--- src/rtl/pio_pkg.sv ---
// rtl/pio_pkg.sv - PIO completer request/status codes, FSM states and CC descriptor packing
package pio_pkg;

  localparam logic [3:0] MEM_RD = 4'b0000;
  localparam logic [3:0] MEM_WR = 4'b0001;
  localparam logic [2:0] CPL_SC = 3'b000;
  localparam logic [2:0] CPL_UR = 3'b001;

  // CQ sideband and beat1 ({DW3,DW2}) field offsets
  localparam int CQ_SOP_BIT    = 40;
  localparam int CQ_DWCNT_LSB  = 0;
  localparam int CQ_TYPE_LSB   = 11;
  localparam int CQ_REQID_LSB  = 16;
  localparam int CQ_TAG_LSB    = 32;
  localparam int CQ_TC_LSB     = 57;
  localparam int CQ_ATTR_LSB   = 60;

  // CC descriptor field offsets within their dwords
  localparam int CC_BCNT_LSB   = 16;
  localparam int CC_STATUS_LSB = 11;
  localparam int CC_REQID_LSB  = 16;
  localparam int CC_CPLID_LSB  = 8;
  localparam int CC_TC_LSB     = 25;
  localparam int CC_ATTR_LSB   = 28;

  typedef enum logic [2:0] {
    S_IDLE, S_DESC, S_WDATA, S_RD_ISSUE, S_RD_WAIT, S_CC0, S_CC1, S_DRAIN
  } state_e;

  function automatic logic [31:0] cc_dw0(input logic [6:0] lower_addr, input logic [12:0] byte_count);
    logic [31:0] dw;
    dw = '0;
    dw[6:0] = lower_addr;
    dw[CC_BCNT_LSB +: 13] = byte_count;
    return dw;
  endfunction

  function automatic logic [31:0] cc_dw1(input logic [10:0] dword_count, input logic [2:0] status,
                                         input logic [15:0] requester_id);
    logic [31:0] dw;
    dw = '0;
    dw[10:0] = dword_count;
    dw[CC_STATUS_LSB +: 3] = status;
    dw[CC_REQID_LSB +: 16] = requester_id;
    return dw;
  endfunction

  function automatic logic [31:0] cc_dw2(input logic [7:0] tag, input logic [15:0] completer_id,
                                         input logic [2:0] tc, input logic [2:0] attr);
    logic [31:0] dw;
    dw = '0;
    dw[7:0] = tag;
    dw[CC_CPLID_LSB +: 16] = completer_id;
    dw[CC_TC_LSB +: 3] = tc;
    dw[CC_ATTR_LSB +: 3] = attr;
    return dw;
  endfunction

endpackage

--- src/rtl/pio_cq_completer.sv ---
// rtl/pio_cq_completer.sv - CQ request consumer driving a register bus and returning CC read completions
module pio_cq_completer #(
  parameter int C_DATA_WIDTH = 64,
  parameter int KEEP_WIDTH   = C_DATA_WIDTH / 32,
  parameter int ADDR_WIDTH   = 12
) (
  input  logic                    user_clk,
  input  logic                    reset,
  input  logic [C_DATA_WIDTH-1:0] cq_tdata,
  input  logic [84:0]             cq_tuser,
  input  logic                    cq_tlast,
  input  logic [KEEP_WIDTH-1:0]   cq_tkeep,
  input  logic                    cq_tvalid,
  output logic                    cq_tready,
  output logic [C_DATA_WIDTH-1:0] cc_tdata,
  output logic [32:0]             cc_tuser,
  output logic                    cc_tlast,
  output logic [KEEP_WIDTH-1:0]   cc_tkeep,
  output logic                    cc_tvalid,
  input  logic                    cc_tready,
  input  logic [15:0]             completer_id,
  output logic                    reg_wr_en,
  output logic [ADDR_WIDTH-3:0]   reg_wr_addr,
  output logic [31:0]             reg_wr_data,
  output logic [3:0]              reg_wr_be,
  output logic                    reg_rd_en,
  output logic [ADDR_WIDTH-3:0]   reg_rd_addr,
  input  logic [31:0]             reg_rd_data,
  output logic [15:0]             stat_ur_count
);
  import pio_pkg::*;

  state_e                state;
  logic [ADDR_WIDTH-3:0] addr_q;
  logic [3:0]            be_q;
  logic [15:0]           req_id_q;
  logic [7:0]            tag_q;
  logic [2:0]            tc_q, attr_q;
  logic                  ur_q;
  logic [31:0]           rd_data_q, wr_data_q;
  logic [31:0]           dw0, dw1, dw2;
  logic                  cq_hs, sop;
  logic [10:0]           dw_count;
  logic [3:0]            req_type;
  logic                  unused_ok;

  assign cq_hs    = cq_tvalid & cq_tready;
  assign sop      = cq_tuser[CQ_SOP_BIT];
  assign dw_count = cq_tdata[CQ_DWCNT_LSB +: 11];
  assign req_type = cq_tdata[CQ_TYPE_LSB +: 4];
  assign unused_ok = ^{cq_tkeep, cq_tuser, cq_tdata};

  always_ff @(posedge user_clk or posedge reset) begin
    if (reset) begin
      state <= S_IDLE;
      addr_q <= '0; be_q <= '0; req_id_q <= '0; tag_q <= '0; tc_q <= '0; attr_q <= '0;
      ur_q <= 1'b0; rd_data_q <= '0; wr_data_q <= '0;
      reg_wr_en <= 1'b0; reg_rd_en <= 1'b0; stat_ur_count <= '0;
    end else begin
      reg_wr_en <= 1'b0;
      reg_rd_en <= 1'b0;
      case (state)
        S_IDLE: if (cq_hs) begin
          if (sop && !cq_tlast) begin
            addr_q <= cq_tdata[ADDR_WIDTH-1:2];
            be_q   <= cq_tuser[3:0];
            state  <= S_DESC;
          end else if (!cq_tlast) begin
            state <= S_DRAIN;
          end
        end
        S_DESC: if (cq_hs) begin
          req_id_q <= cq_tdata[CQ_REQID_LSB +: 16];
          tag_q    <= cq_tdata[CQ_TAG_LSB +: 8];
          tc_q     <= cq_tdata[CQ_TC_LSB +: 3];
          attr_q   <= cq_tdata[CQ_ATTR_LSB +: 3];
          ur_q     <= 1'b0;
          if (req_type == MEM_WR && dw_count == 11'd1 && !cq_tlast) begin
            state <= S_WDATA;
          end else if (req_type == MEM_RD && dw_count == 11'd1) begin
            reg_rd_en <= 1'b1;
            state     <= S_RD_ISSUE;
          end else begin
            if (stat_ur_count != 16'hFFFF) stat_ur_count <= stat_ur_count + 16'd1;
            // Only reads get a UR completion; everything else is silently discarded
            if (req_type == MEM_RD) begin
              ur_q      <= 1'b1;
              rd_data_q <= '0;
              state     <= S_CC0;
            end else begin
              state <= cq_tlast ? S_IDLE : S_DRAIN;
            end
          end
        end
        S_WDATA: if (cq_hs) begin
          reg_wr_en <= 1'b1;
          wr_data_q <= cq_tdata[31:0];
          state     <= cq_tlast ? S_IDLE : S_DRAIN;
        end
        S_RD_ISSUE: state <= S_RD_WAIT;
        S_RD_WAIT: begin
          rd_data_q <= reg_rd_data;
          state     <= S_CC0;
        end
        S_CC0:   if (cc_tready) state <= S_CC1;
        S_CC1:   if (cc_tready) state <= S_IDLE;
        S_DRAIN: if (cq_hs && cq_tlast) state <= S_IDLE;
        default: state <= S_IDLE;
      endcase
    end
  end

  assign dw0 = cc_dw0({addr_q[4:0], 2'b00}, ur_q ? 13'd0 : 13'd4);
  assign dw1 = cc_dw1(ur_q ? 11'd0 : 11'd1, ur_q ? CPL_UR : CPL_SC, req_id_q);
  assign dw2 = cc_dw2(tag_q, completer_id, tc_q, attr_q);

  assign cq_tready = (state == S_IDLE) || (state == S_DESC) || (state == S_WDATA) || (state == S_DRAIN);
  assign cc_tvalid = (state == S_CC0) || (state == S_CC1);
  assign cc_tlast  = (state == S_CC1);
  assign cc_tuser  = '0;
  assign cc_tkeep  = (state == S_CC0) ? KEEP_WIDTH'(2'b11) :
                     (state == S_CC1) ? (ur_q ? KEEP_WIDTH'(2'b01) : KEEP_WIDTH'(2'b11)) : '0;
  assign cc_tdata  = (state == S_CC0) ? {dw1, dw0} :
                     (state == S_CC1) ? {rd_data_q, dw2} : '0;

  assign reg_wr_addr = addr_q;
  assign reg_wr_data = wr_data_q;
  assign reg_wr_be   = be_q;
  assign reg_rd_addr = addr_q;

endmodule

--- config.mk ---
export PLATFORM = sky130hd
export DESIGN_NAME = pio_cq_completer
export DESIGN_NICKNAME = d
export VERILOG_FILES = /design/src/rtl/pio_pkg.sv /design/src/rtl/pio_cq_completer.sv
export SDC_FILE = /design/constraint.sdc
export NUM_CORES = 1
export LEC_CHECK = 0
export BUFFER_PORTS_ARGS = -buffer_cell sky130_fd_sc_hd__buf_2
export CAP_MARGIN = 20
export CORE_AREA = 2 2 146 148
export CTS_BUF_LIST = sky130_fd_sc_hd__clkbuf_4
export DETAILED_ROUTE_END_ITERATION = 7
export DIE_AREA = 0 0 148 150
export PLACE_DENSITY = 0.63
export SYNTH_ARGS = -nofsm -noshare
export SYNTH_HDL_FRONTEND = slang
export SYNTH_SLANG_ARGS = --single-unit
--- constraint.sdc ---
create_clock -name user_clk -period 5.65 [get_ports user_clk]
set_input_delay 0 -clock user_clk [delete_from_list [all_inputs] [get_ports user_clk]]
set_output_delay 0 -clock user_clk [all_outputs]
set_load 0.02 [all_outputs]
* After elaboration in Yosys (flattened, before gate mapping)
Index checks and enable logic that the tools add are counted. Widths: inputs -> output; s select.
Operators by class: bitwise logic cells 3, eq/ne operators 20, $add $sub $neg 1, reduce and logical (&&, ||, !) cells 19, divide/modulo/power cells 0, multipliers 0, order comparisons 0, shifts and indexed selects 0, multiplexer cells 35
Operator list (number):
- $mux 32 | 4
- $mux 64 | 2
- $pmux 32 s2 | 1
- $mux 3 | 13
- $pmux 3 s8 | 1
- $add 16x1->16 const B | 1
- $ne 16x16->1 const B | 1
- $ne 2x2->1 const B | 8
- $eq 3x3->1 const B | 4
- $eq 11x1->1 const B | 1
- $mux 1 | 11
- $reduce_and 5->1 | 2
- $reduce_and 7->1 | 1
- $eq 3x2->1 const B | 2
- $mux 2 | 3
- $logic_and 1x1->1 | 5
- $eq 4x1->1 const B | 1
- $logic_not 4->1 | 1
- $logic_or 1x1->1 | 4
- $reduce_and 2->1 | 2
- $eq 3x1->1 const B | 1
- $logic_not 3->1 | 1
- $ne 3x3->1 const B | 1
- $reduce_and 3->1 | 1
- other kinds (5) | 6
Storage, ports and cells: output and inout port bits 176, ROM bits 0, memories kept 0, bits in writable memories 0, bits of input ports 204, logic and storage cells 91, bits in latches 0, register bits 130

* Depth between registers and ports, before layout
Gate-level depths: netlist of run 1.
word-level depth 8, mapped depth 7, mapped depth without buffers 6

* Worst setup path before layout of run 1
OpenSTA, ideal clock, no wires.
kind reg2reg, start point register stat_ur_count[0], end point register stat_ur_count[1], library setup time 125 ps, setup slack 3515 ps, buffers on the path 0, arrival time 2010 ps, period minus slack after synthesis 2135 ps, data required time 5525 ps, cell stages (with the launch flop) 6, path through dfrtp_1 ha_1 nand4_1 or4_4 o221ai_4 mux2_2
On the way: cells in the longest elaborated chain, start to end 2, elaborated cells on any way between the ends 3, classes of those cells add/sub: 1; eq/ne: 1; reduce/logical: 1
Ends and longest elaborated chain:
- start, declared | RTL line pio_cq_completer.sv:29 | output logic [15:0] stat_ur_count
- start signal, assigned | RTL line pio_cq_completer.sv:84 | if (stat_ur_count != 16'hFFFF) stat_ur_count <= stat_ur_count + 16'd1;
- parallel branches: the longest is 2 deep, another holds $add 16x1->16
Parallel ways; which one is timed is not known. A chain may end at the register's enable or synchronous reset.

* Worst setup path in the final report of run 1
start point register state[2], end point output cc_tdata[18]
On the way: cells in the longest elaborated chain, start to end 3, elaborated cells on any way between the ends 4, classes of those cells eq/ne: 2; mux: 2
Ends and longest elaborated chain:
- start, declared | RTL line pio_cq_completer.sv:33 | state_e state;
- start signal, assigned | RTL line pio_cq_completer.sv:91 | state <= cq_tlast ? S_IDLE : S_DRAIN;
- start signal, assigned | RTL line pio_cq_completer.sv:98 | state <= cq_tlast ? S_IDLE : S_DRAIN;
- $eq 3x3->1 | RTL line pio_cq_completer.sv:124 | (state == S_CC1) ? {rd_data_q, dw2} : '0;
- $mux 64 | RTL line pio_cq_completer.sv:124
- $mux 64 * | RTL line pio_cq_completer.sv:123 | assign cc_tdata = (state == S_CC0) ? {dw1, dw0} :
- end, declared | RTL line pio_cq_completer.sv:15 | output logic [C_DATA_WIDTH-1:0] cc_tdata,
Mark *: on every way between the ends. The rest lies on a longest branch, timed or not.

==> results of run 1 <==
[registers in the layout (all words and copies together) (netlist names), 3 cells and up]
register,cells
attr_q,3
reg_wr_be,4
req_id_q,16
stat_ur_count,16
reg_wr_data,32
reg_rd_addr,10
tag_q,8
rd_data_q,32
tc_q,3
state,3
[cell families after synthesis]
group	Yosys count	synth area share [%]
fa+ha+maj	1	0.207
compound gates	75	10.5
buf+inv	86	8.41
flops	130	53.7
simple gates	194	15.7
mux	48	8.93
xor+xnor	17	2.46
other cells	1	0.0619
[tightest hold or removal path: stages]
cell and delay (ns):
dlygate4sd3_1 0.52, buf_2 0.09, nand2_1 0.04, nand2_1 0.04
[placed cells by master, fill, tap and decap left out, drive strengths merged, types with 2 or more instances in the layout]
master | netlist | layout
nand2b | 2 | 2
a22o | 53 | 53
bufinv | 0 | 3
xor2 | 8 | 8
o21ai | 6 | 6
a21oi | 4 | 4
o22ai | 3 | 3
nand3 | 6 | 6
nor2 | 10 | 10
clkbuf | 19 | 17
dlygate4sd3 | 0 | 91
o21a | 2 | 2
or2 | 4 | 4
inv | 9 | 15
mux2 | 48 | 48
nor3 | 10 | 10
conb | 1 | 35
nand2 | 99 | 99
o221ai | 3 | 3
nand4 | 5 | 5
or3 | 2 | 2
buf | 57 | 252
and2 | 40 | 40
nor3b | 5 | 5
clkinv | 1 | 4
dfrtp | 130 | 130
nor4 | 6 | 6
clkinvlp | 0 | 3
xnor2 | 9 | 9
[where the power goes]
group	internal, mW	switching (mW)	total [mW]
logic	0.773	1.12	1.90
registers	1.32	0.271	1.59
clock network	0.311	0.396	0.708
[layout make-up]
cell class / count / area [µm²]
fill: 2009 / 12100
sequential: 130 / 3250
multi-input combinational: 370 / 2460
timing repair buffer: 343 / 2210
tap: 275 / 344
clock inverter: 15 / 178
clock buffer: 17 / 128
inverter: 10 / 42.5
antenna: 1 / 2.50
[worst paths after layout]
check | depth (start not counted) | slack, ns | start | end
worst min-delay path | 4 | 0.19 | cq_tdata[34] | tag_q[2]
worst min register to register | 2 | 0.48 | attr_q[0] | attr_q[0]
max in group asynchronous | 6 | 3.96 | reset | req_id_q[4]
min in group asynchronous | 4 | 0.63 | reset | reg_wr_data[18]
worst max-delay path | 6 | 2.79 | state[2] | cc_tdata[18]
worst max register to register | 6 | 2.86 | state[0] | state[2]
[per-layer routing]
layer	track usage, %	up-vias	wire length [µm]
li1	-	2462	-
met4	5.81	0	354
met3	4.27	20	1270
met2	26.6	240	8770
met5	0	-	0
met1	20.5	2486	7910
[through the flow]
step	hold slack, ns	power (mW)
final	0.189	4.19
after global routing	0.144	4.46
after CTS	0.131	4.22
after detailed placement	0.0844	3.43
after global placement	0.0847	3.41
after floorplan	0.0727	2.86
[what timing repair did]
| action | 4_1_cts | 5_1_grt |
|---|---|---|
| hold endpoints to repair | 166 | 0 |
| setup buffers | 0 | 0 |
| endpoints found under the setup margin | 0 | 0 |
| hold buffers | 91 | 0 |
| gates resized for setup | 0 | 0 |
==> results.toml, run 1 <==
[outcome]
status = "completed"

[worst_setup_path]
path_cells = "clkinv_1, nor3b_2, buf_4, nand2_1, o21ai_0, buf_2"
path_buf_inv = 3
crit_type = "register to output pin"
arrival_ns = 2.86
cp.required_ns = 5.65
cpPeakStageDelay_ns = 0.58
cpMaxStageDelayCell = "dfrtp_1"
crit_fanout = 63
cp-end-kind = "output pin"
crit_family = "buffers and inverters"
start_kind = "register"

[placed_design]
post-place-cells = 1036
dp_slack_ns = 3.30
hpwl_um = 11500
port_buffers = 244
place_area_um2 = 7370
routabilityCongestion = 0.771

[synthesis]
synth_common_cells = "dfrtp_1, nand2_1, a22o_1"
yosysTopAreaCell = "dfrtp_1"
ys_ff_latch = 130
synth_area_per_cell_um2 = 11.0
netlist_instances = 552
synth.cell_area_um2 = 6050
yosysMostFrequentCell = "dfrtp_1"
async_flop_share_pct = 100
synth-edff-count = 0
synthDistinctLibCells = 39
synth_ff_type = "dfrtp_1"
synth_area_leaders = "dfrtp_1, mux2_2, a22o_1"
yosysSeqAreaShare_pct = 53.7
yosys_warnings = 0
netlist.area_leader.share_pct = 53.7

[global_routing]
grt_max_degree = 79
grt_pass1_wl_um = 27900
gr-total-overflow = 0
grt_pass1_vias = 5154
antenna_found_initial = 1
gr-usage-all-layers_pct = 16.2

[drt]
wl_per_cell_um = 15.8
postRouteAntennaNets = 0
vias_per_cell = 4.49
drc = 0
drt_wl_total_um = 18300
drtPass1Iterations = 6
drt_iter0_markers = 225
vias = 5208

[power]
power.leakage_nw = 4.47
power.density_nw_per_um2 = 487
ir_drop_mv = 0.231

[timing]
period_needed_ns = 2.86
setup_viol_count_final = 0
slew_headroom_pct = 31.9
max_freq_mhz = 350
min_period_over_period_pct = 50.6
skew_ns = 0.0125
worst_pin_slew_ns = 1.02
hold_viol = 0
setup_ws_ns = 2.79
setup-tns-final_ns = 0
rsz0062_at_grt = "no"
maxSlewViolCount = 0

[cells_and_area]
finish.utilization_pct = 41.6
nNetsFinal = 1077
drive_gt1_share_pct = 38.9
synthToLayoutAreaGrowth_pct = 42.4
design_area_um2 = 8620
final_cells = 1161

[clock_tree]
htreeDepth = 4
clk_pin_slew_ns = 0.13
numCtsBuffers = 17
clock_path_buffers = 2
insertion_delay_ns = 0.54
cts.sinks = 130
cts_tree = "yes"
root_buffer = "clkbuf_4"

[min_path]
hp-class = "input port to register"

[floorplanning]
die_h_um = 150
die_x_um = 148
dieArea_um2 = 22200
core_area_um2 = 20700
fp-row-count = 53
io_pins = 380
initial_utilization_pct = 29.3

[run]
max-cap-violations = 0
(Power assumes the default switching activity.)
==> inputs of run 2 (changes only) <==
ABC_AREA = 1   (was not set)
PLACE_DENSITY = 0.65   (was 0.63)
clock period = 2.9 ns   (was 5.65 ns; I/O delays follow)
==> run 2 against run 1 <==
  * Power is 90% higher
  * Wire length is 6.8% higher
  * Core utilization is 1.5 points higher
  * Synthesized cell count increased by 51%
  * Clock-buffer cell count unchanged
  * Sequential share of layout area is 1.3 points lower
  * Die area stayed put
  * First-iteration DRC count increased by 52%
  * Register-to-register slack lost 2.3 ns
  * Non-clock buffer count grew 3
  * Via count grew 19%
  * Design area is 3.6% higher
==> results.toml, run 2 <==
[floorplanning]
io_pins = 380
core_area_um2 = 20700
fp-row-count = 53
die_x_um = 148
die_h_um = 150
initial_utilization_pct = 31.1
dieArea_um2 = 22200

[min_path]
min_to = "rd_data_q[20]"
hp-start = "reg_rd_data[20]"
min_path_cells = 4
hp-class = "input port to register"

[worst_setup_path]
regToRegEndpoint = "reg_wr_be[2]"
r2r_slack_ns = 0.58
reg2reg_depth = 5
cp-end-kind = "register"
cp.required_ns = 3.33
cpMaxStageDelayCell = "dlygate4sd3_1"
cp_common_cell = "dlygate4sd3_1"
path_buf_inv = 5
crit_type = "input port to register"
cpPeakStageDelay_ns = 0.57
reg2reg_from = "state[0]"
start_kind = "input port"
arrival_ns = 2.82
crit_family = "buffers and inverters"
crit_fanout = 8
path_cells = "dlygate4sd3_1, buf_2, inv_1, nand3_1, dlygate4sd3_1, nor2_2, mux2_2, dlygate4sd3_1"

[drt]
drtPass1Iterations = 6
drt_wl_total_um = 19500
wl_per_cell_um = 13.5
drc = 0
postRouteAntennaNets = 0
vias = 6218
drt_iter0_markers = 342
vias_per_cell = 4.30

[global_routing]
gr-total-overflow = 0
antenna_found_initial = 1
grt_pass1_vias = 5840
top_usage_layer = "met2"
grtUsageMet2_pct = 29.7
use_met3_pct = 3.75
grt_max_degree = 79
grt_pass1_wl_um = 30400
use_met1_pct = 22.3
gr-usage-all-layers_pct = 17.5

[clock_tree]
cts_tree = "yes"
postCtsSetupRepairBufs = 0
clock_path_buffers = 2
htreeDepth = 4
root_buffer = "clkbuf_4"
insertion_delay_ns = 0.53
numCtsBuffers = 17
cts.sinks = 130
clk_pin_slew_ns = 0.14

[synthesis]
netlist_instances = 835
synth_area_per_cell_um2 = 7.71
yosysMostFrequentCell = "nand2_1"
synth_area_leaders = "dfrtp_1, nand2_1, buf_4"
yosys_warnings = 0
async_flop_share_pct = 100
netlist.area_leader.share_pct = 50.5
synth_common_cells = "nand2_1, dfrtp_1, inv_1"
yosysSeqAreaShare_pct = 50.5
synth-edff-count = 0
synthDistinctLibCells = 28
yosysTopAreaCell = "dfrtp_1"
synth_ff_type = "dfrtp_1"
ys_ff_latch = 130
synth.cell_area_um2 = 6440

[outcome]
status = "completed"

[timing]
maxSlewViolCount = 0
rsz0062_at_grt = "no"
slew_headroom_pct = 61.7
period_needed_ns = 2.40
setup-tns-final_ns = 0
max_freq_mhz = 417
setup_viol_count_final = 0
min_period_over_period_pct = 82.7
worst_pin_slew_ns = 0.574
skew_ns = 0.0177
hold_viol = 0

[cells_and_area]
synthToLayoutAreaGrowth_pct = 38.7
finish.utilization_pct = 43.2
drive_gt1_share_pct = 26.1
layout_common_cells = "nand2_1, buf_2, dfrtp_1"
final_common_cell = "nand2_1"
nNetsFinal = 1362
nFillCells = 2095

[placed_design]
hpwl_um = 13100
port_buffers = 244
routabilityCongestion = 0.812

[run]
max-cap-violations = 0

[power]
pwr-share-seq_pct = 37.6
power.density_nw_per_um2 = 890
power.leakage_nw = 5.00
switchingPower_mw = 3.74
internal-power_mw = 4.21
ir_drop_mv = 0.397
clkPwrFrac_pct = 15.1
p_comb_share_pct = 47.3
switching_share_pct = 47.1
==> run 2: changes by cell type after synthesis, sizes merged, moves of 8 or more <==
cell,delta
a21oi,+8
a22o,-53
mux2,-44
o21ai,+60
inv,+83
and2,-40
nand2,+225
nand3,+30
nor2,+63
==> run 2: what timing repair did <==
item / in CTS / in global routing
hold endpoints to repair: 244 / 0
resized for setup: 0 / 0
hold buffers: 91 / 0
==> run 2: power groups by stage <==
stage          clock, mW  combinational (mW)  sequential (mW)
2_1_floorplan          0                2.17             3.33
3_3_place_gp           0                3.62             2.98
4_1_cts             1.26                3.79             2.98
3_5_place_dp           0                3.67             3.02
5_1_grt             1.35                4.18             3.07
6_report            1.20                3.76             2.98
==> run 2: worst min-delay path: cells and delay by family <==
family | cells | cell delay [ns]
buf+inv | 2 | 0.60
simple gates | 2 | 0.09
==> run 2: worst max-delay path by stage <==
stage | startpoint | slack [ns] | cells after the start | end
after floorplan | stat_ur_count[0] | 1.16 | 9 | stat_ur_count[0]
after global placement | stat_ur_count[0] | 1.02 | 9 | stat_ur_count[3]
after detailed placement | stat_ur_count[0] | 1.0 | 9 | stat_ur_count[11]
after CTS | cq_tlast | 0.60 | 8 | reg_wr_be[2]
after global routing | cq_tlast | 0.46 | 8 | reg_wr_be[2]
final | cq_tlast | 0.50 | 8 | reg_wr_be[2]
==> run 2: cell families after synthesis <==
logic type	after synthesis	synth area share (%)
mux	4	0.700
xor+xnor	12	1.63
flops	130	50.5
other cells	1	0.0582
compound gates	78	6.06
fa+ha+maj	1	0.194
simple gates	440	27.8
buf+inv	169	13.0
==> run 2: metal layers <==
metal | part of all wire (%) | routed length, µm | up-vias
met1 | 45 | 8740 | 2869
met4 | 0.96 | 188 | 0
met2 | 49 | 9500 | 235
li1 | - | - | 3099
met3 | 5.7 | 1110 | 15
met5 | 0 | 0 | -
==> run 2: per-stage QoR <==
stage	worst slack, ns	cell area [µm²]	instances	power (mW)	hold slack (ns)
floorplan	1.16	6570	869	5.50	0.110
global placement	1.02	7750	1322	6.60	0.0514
detailed placement	1.00	7750	1322	6.69	0.0570
CTS	0.595	8920	1445	8.03	0.118
global route	0.464	8930	1446	8.60	0.137
finish	0.501	8930	1447	7.95	0.191
==> run 2: layout make-up <==
cell class                 instances  area, µm²  area share, %
antenna                            2       5.00         0.0561
multi-input combinational        570       2490           27.9
tap                              275        344           3.85
inverter                          92        349           3.91
clock buffer                      17        128           1.43
clock inverter                    15        133           1.49
sequential                       130       3250           36.4
timing repair buffer             346       2230           24.9
